`src/rtl/spi_cs_arbiter.sv`:
```
// Round-robin owner of one SPI host datapath: sequences the owner's chip select
// through setup, active and hold phases, then enforces an idle gap before re-arbitrating.
module spi_cs_arbiter #(
    parameter int NumReq = 4,
    parameter int CntW   = 8
) (
    input  logic              clk_i,
    input  logic              rst_ni,
    input  logic [NumReq-1:0] req_i,
    input  logic [NumReq-1:0] release_i,
    input  logic              spi_busy_i,
    input  logic [CntW-1:0]   setup_cycles_i,
    input  logic [CntW-1:0]   hold_cycles_i,
    input  logic [CntW-1:0]   gap_cycles_i,
    output logic [NumReq-1:0] grant_o,
    output logic [NumReq-1:0] cs_no,
    output logic              bus_ready_o
);

    localparam int IdxW = (NumReq > 1) ? $clog2(NumReq) : 1;

    typedef enum logic [2:0] {
        ST_IDLE,
        ST_SETUP,
        ST_ACTIVE,
        ST_HOLD,
        ST_GAP
    } state_t;

    state_t          state_reg, state_next;
    logic [CntW-1:0] cnt_reg, cnt_next;
    logic [IdxW-1:0] owner_reg, owner_next;
    logic [IdxW-1:0] last_reg, last_next;
    logic [IdxW-1:0] pick_idx;
    logic            pick_found;
    logic            cnt_zero;
    logic            owner_done;
    logic            owned;

    // First requester found walking upward from the one after the previous owner.
    always_comb begin
        pick_idx   = last_reg;
        pick_found = 1'b0;
        for (int i = 1; i <= NumReq; i++) begin
            if (!pick_found && req_i[(int'(last_reg) + i) % NumReq]) begin
                pick_found = 1'b1;
                pick_idx   = IdxW'((int'(last_reg) + i) % NumReq);
            end
        end
    end

    assign cnt_zero   = (cnt_reg == '0);
    // A release pulse during a busy shift is dropped; req_i must still be high or the
    // owner must drop req_i to end the transaction once the shifter is idle.
    assign owner_done = (release_i[owner_reg] | ~req_i[owner_reg]) & ~spi_busy_i;

    always_comb begin
        state_next = state_reg;
        cnt_next   = cnt_reg;
        owner_next = owner_reg;
        last_next  = last_reg;
        unique case (state_reg)
            ST_IDLE: begin
                if (pick_found) begin
                    owner_next = pick_idx;
                    cnt_next   = setup_cycles_i;
                    state_next = ST_SETUP;
                end
            end
            ST_SETUP: begin
                if (cnt_zero) begin
                    state_next = ST_ACTIVE;
                end else begin
                    cnt_next = cnt_reg - CntW'(1);
                end
            end
            ST_ACTIVE: begin
                if (owner_done) begin
                    cnt_next   = hold_cycles_i;
                    state_next = ST_HOLD;
                end
            end
            ST_HOLD: begin
                if (cnt_zero) begin
                    last_next  = owner_reg;
                    cnt_next   = gap_cycles_i;
                    state_next = ST_GAP;
                end else begin
                    cnt_next = cnt_reg - CntW'(1);
                end
            end
            ST_GAP: begin
                if (cnt_zero) begin
                    state_next = ST_IDLE;
                end else begin
                    cnt_next = cnt_reg - CntW'(1);
                end
            end
            default: begin
                state_next = ST_IDLE;
            end
        endcase
    end

    always_ff @(posedge clk_i or negedge rst_ni) begin
        if (!rst_ni) begin
            state_reg <= ST_IDLE;
            cnt_reg   <= '0;
            owner_reg <= '0;
            last_reg  <= IdxW'(NumReq - 1);
        end else begin
            state_reg <= state_next;
            cnt_reg   <= cnt_next;
            owner_reg <= owner_next;
            last_reg  <= last_next;
        end
    end

    // Outputs are a pure decode of registered state so no input reaches a pin combinationally.
    assign owned       = (state_reg == ST_SETUP) || (state_reg == ST_ACTIVE) ||
                         (state_reg == ST_HOLD);
    assign bus_ready_o = (state_reg == ST_ACTIVE);

    for (genvar gi = 0; gi < NumReq; gi++) begin : g_cs
        assign grant_o[gi] = owned && (owner_reg == IdxW'(gi));
        assign cs_no[gi]   = ~grant_o[gi];
    end

endmodule

```
`config.mk`:
```
export PLATFORM = sky130hd
export DESIGN_NAME = spi_cs_arbiter
export DESIGN_NICKNAME = d
export VERILOG_FILES = /design/src/rtl/spi_cs_arbiter.sv
export SDC_FILE = /design/constraint.sdc
export NUM_CORES = 1
export LEC_CHECK = 0
export CORE_ASPECT_RATIO = 1.75
export CORE_MARGIN = 5
export CORE_UTILIZATION = 45
export DETAILED_ROUTE_END_ITERATION = 16
export GPL_TIMING_DRIVEN = 0
export PLACE_DENSITY = 0.79
export SLEW_MARGIN = 20
export SYNTH_ARGS = -nofsm -noshare
export SYNTH_HDL_FRONTEND = slang
export SYNTH_SLANG_ARGS = --single-unit
```
`constraint.sdc`:
```
create_clock -name clk_i -period 4 [get_ports clk_i]
set_clock_uncertainty 0.1 [all_clocks]
set_input_delay 0.8 -clock clk_i [delete_from_list [all_inputs] [get_ports clk_i]]
set_output_delay 0.8 -clock clk_i [all_outputs]
set_load 0.02 [all_outputs]
```
==> summary.md <==
| Metric | Value |
|---|---|
| Max FFs per register | 8 |
| Final Hold Viols | 0 |
| Area share of the largest cell type after synthesis | 0.248 |
| Die H | 81.4 um |
| Post-DRT Antenna Nets | 0 |
| Async S/R FF share, synth | 1.00 |
| Wire per inst | 17.8 um |
| Post-DP Area | 0.00178 mm^2 |
| Peak supply drop | 374 uV |
| TritonRoute pass-1 iters | 4 |
| Synthesized area | around 0.0013 mm^2 |
| H-tree level count | 1 |
| Worst setup margin | just under 0.8 ns |
| Clk root buf | clkbuf_8 |
| Crit path arrival time | 2.31 ns |
| Worst slack, placed | between 0.7 and 0.8 ns |
| I/O Pins | between 40 and 50 |
| DRC viols | 0 |
| Filler instances | 260 |
| Area contributors post-synth | dfrtp_1 25%, o21ai_0 4.6%, nor2_1 4.3% |
| Share of layout cells above drive strength 1 | 0.103 |
| Seq/Total Area, Yosys | 0.288 |
| Netlist cell types | 51 |
| Slack of the worst reg-to-reg path | 1.37 ns |
| Number of CTS-inserted buffers | 3 |
| Combined area of the multi-input logic cells | 863 um^2 |
| Syn Area/Cell | approximately 8.4 um^2 |
| Dpl cells | 228 |
| Cells after synthesis | 157 |
| Syn-to-layout area delta | 39.0% |
| Max Freq | 311 MHz |
| CP startpoint kind | flop |
| Minimum clock period | 3.21 ns |
| Register area | ~380 um^2 |
| DP HPWL | between 3000 and 4000 um |
| Number of synthesized flops with an enable pin | 0 |
| Final setup fails | 0 |
| Max cap viols | 0 |
| Fin nets | 242 |
| Row Count | 26 |
| Total grt overflow | 0 |
| FF+latch count, synth | 15 |
| Status | finished clean |
| Synth Flop Type | dfrtp_1 |
| Initial core utilization | 0.458 |
| Clock-pin slew on the worst setup and hold paths | 0.07 ns |
| Max FO, Critical Path | 10 |
| Initial antenna violation count | 0 |
| Tcrit/Tclk final | 0.804 |
| Total negative slack | 0 ns |
| Synth top cells by count | 15 x nor2_1, 13 x dfrtp_1, 12 x o21ai_0, 11 x nand2_1, 9 x inv_1 |
| # clock sinks | 15 |
| RSZ-0062 raised after global routing | false |
| HP Class | reg2reg |
| Vias | 1452 |
| YS warnings | 0 |
| Setup crit end kind | primary output |
| Gr usage total | 0.205 |
| Slew Limit Fails | 0 |
| First-pass GRT wire length | between 6000 and 7000 um |
| Die width | between 50 and 60 um |
| Routability cong. | approximately 0.9 |
| Worst-skew pair later-pin latency | about 0.26 ns |
| Final Instance Area | ~0.0018 mm^2 |
| Via density | 6.26 |
| Post-CTS Setup Bufs | 0 |
| Pwr/cell area | between 500 and 600 mW/mm^2 |
| Worst Tran Pin Value | around 0.75 ns |
| Post-synth net total | 194 |
| Post-cts resize count | 0 |
| Fin cells | between 200 and 250 |
| Largest net degree at the start of global routing | 16 |
| IO Port Bufs | 43 |
| Initial DRC count | 36 |
| Core area | approximately 0.0029 mm^2 |
| Critical Path RT | 3.10 ns |
| Leakage | between 0.7 and 0.8 nW |
| Count leader, synth | nor2_1 |
| Setup Crit Path Kind | reg2out |
| CTS Buffer Depth | 2 |
| Die ar. | 0.00414 mm^2 |
| Number of inserted diodes | 0 |
| Post-synth top area cell | dfrtp_1 |
| Max_slew headroom | 0.496 |
| Vias in the first global route | 1414 |
| CTS tree | done |
| Final WL | approximately 4100 um |
| CTS Hold Bufs | 0 |
==> final timing paths <==
check	start	end	depth (start not counted)
worst max-delay path	state_reg[2]	cs_no[1]	5
worst min-delay path	cnt_reg[5]	cnt_reg[5]	2
worst max register to register	cnt_reg[0]	cnt_reg[0]	8
worst min register to register	cnt_reg[5]	cnt_reg[5]	2
max in group asynchronous	rst_ni	cnt_reg[3]	1
min in group asynchronous	rst_ni	owner_reg[1]	1
==> final cells by class <==
type,count,area share
Clock buffer,3,0.0226
Sequential cell,15,0.207
Tap cell,28,0.0192
Inverter,10,0.0206
Timing Repair Buffer,43,0.236
Multi-Input combinational cell,126,0.474
Buffer,6,0.0178
Clock inverter,1,0.00275
==> placed cells by master (no fill, tap or decap), drive strengths merged, types with 3 or more instances in the layout <==
master	n
a211oi	7
a21oi	5
a22oi	7
buf	4
clkbuf	5
clkdlybuf4s50	43
dfrtp	13
inv	10
mux2	4
mux2i	3
nand2	11
nand2b	3
nor2	15
nor3	6
o21ai	12
o221ai	3
o2bb2ai	6
o31ai	6
or2	3
or3	3
==> critical path, cell delays in order, from the launching register on <==
cell             delay, ns
dfrtp_1               0.40
buf_1                 0.38
clkbuf_1              0.40
nor2_1                0.11
nand3_1               0.13
clkdlybuf4s50_1       0.63
==> report_power, final <==
| group | switching, mW | internal (mW) | total, mW |
|---|---|---|---|
| Combinational | 0.295 | 0.266 | 0.561 |
| Sequential | 0.0815 | 0.220 | 0.302 |
| Clock | 0.0617 | 0.0693 | 0.131 |
==> routing by layer <==
| metal | global-route usage | up-vias | routed length, um |
|---|---|---|---|
| li1 | - | 697 | - |
| met1 | 0.197 | 673 | 1440 |
| met2 | 0.384 | 67 | 2260 |
| met3 | 0.0363 | 15 | 226 |
| met4 | 0.133 | 0 | 201 |
| met5 | 0 | - | 0 |
==> through the flow <==
step / hold WS, ns / power, mW / util
final: 0.466 / 0.993 / 0.637
after global placement: 0.419 / 0.842 / 0.621
after global routing: 0.516 / 1.07 / 0.637
after CTS: 0.457 / 0.995 / 0.637
after floorplan: 0.398 / 0.647 / -
after detailed placement: 0.442 / 0.859 / 0.621
==> cell families (layout without fill, tap and decap cells) <==
| family | count (synthesis) | in the layout | synth area share |
|---|---|---|---|
| xor gates and xnor gates | 3 | 3 | 0.0200 |
| DFF | 15 | 15 | 0.288 |
| and+or+nand+nor | 59 | 59 | 0.247 |
| muxes | 7 | 7 | 0.0601 |
| adders and majority gates | 2 | 2 | 0.0191 |
| buffers and inverters | 16 | 63 | 0.0534 |
| AOI/OAI and AO/OA | 55 | 55 | 0.312 |
Power figures use the tool's default switching activity.
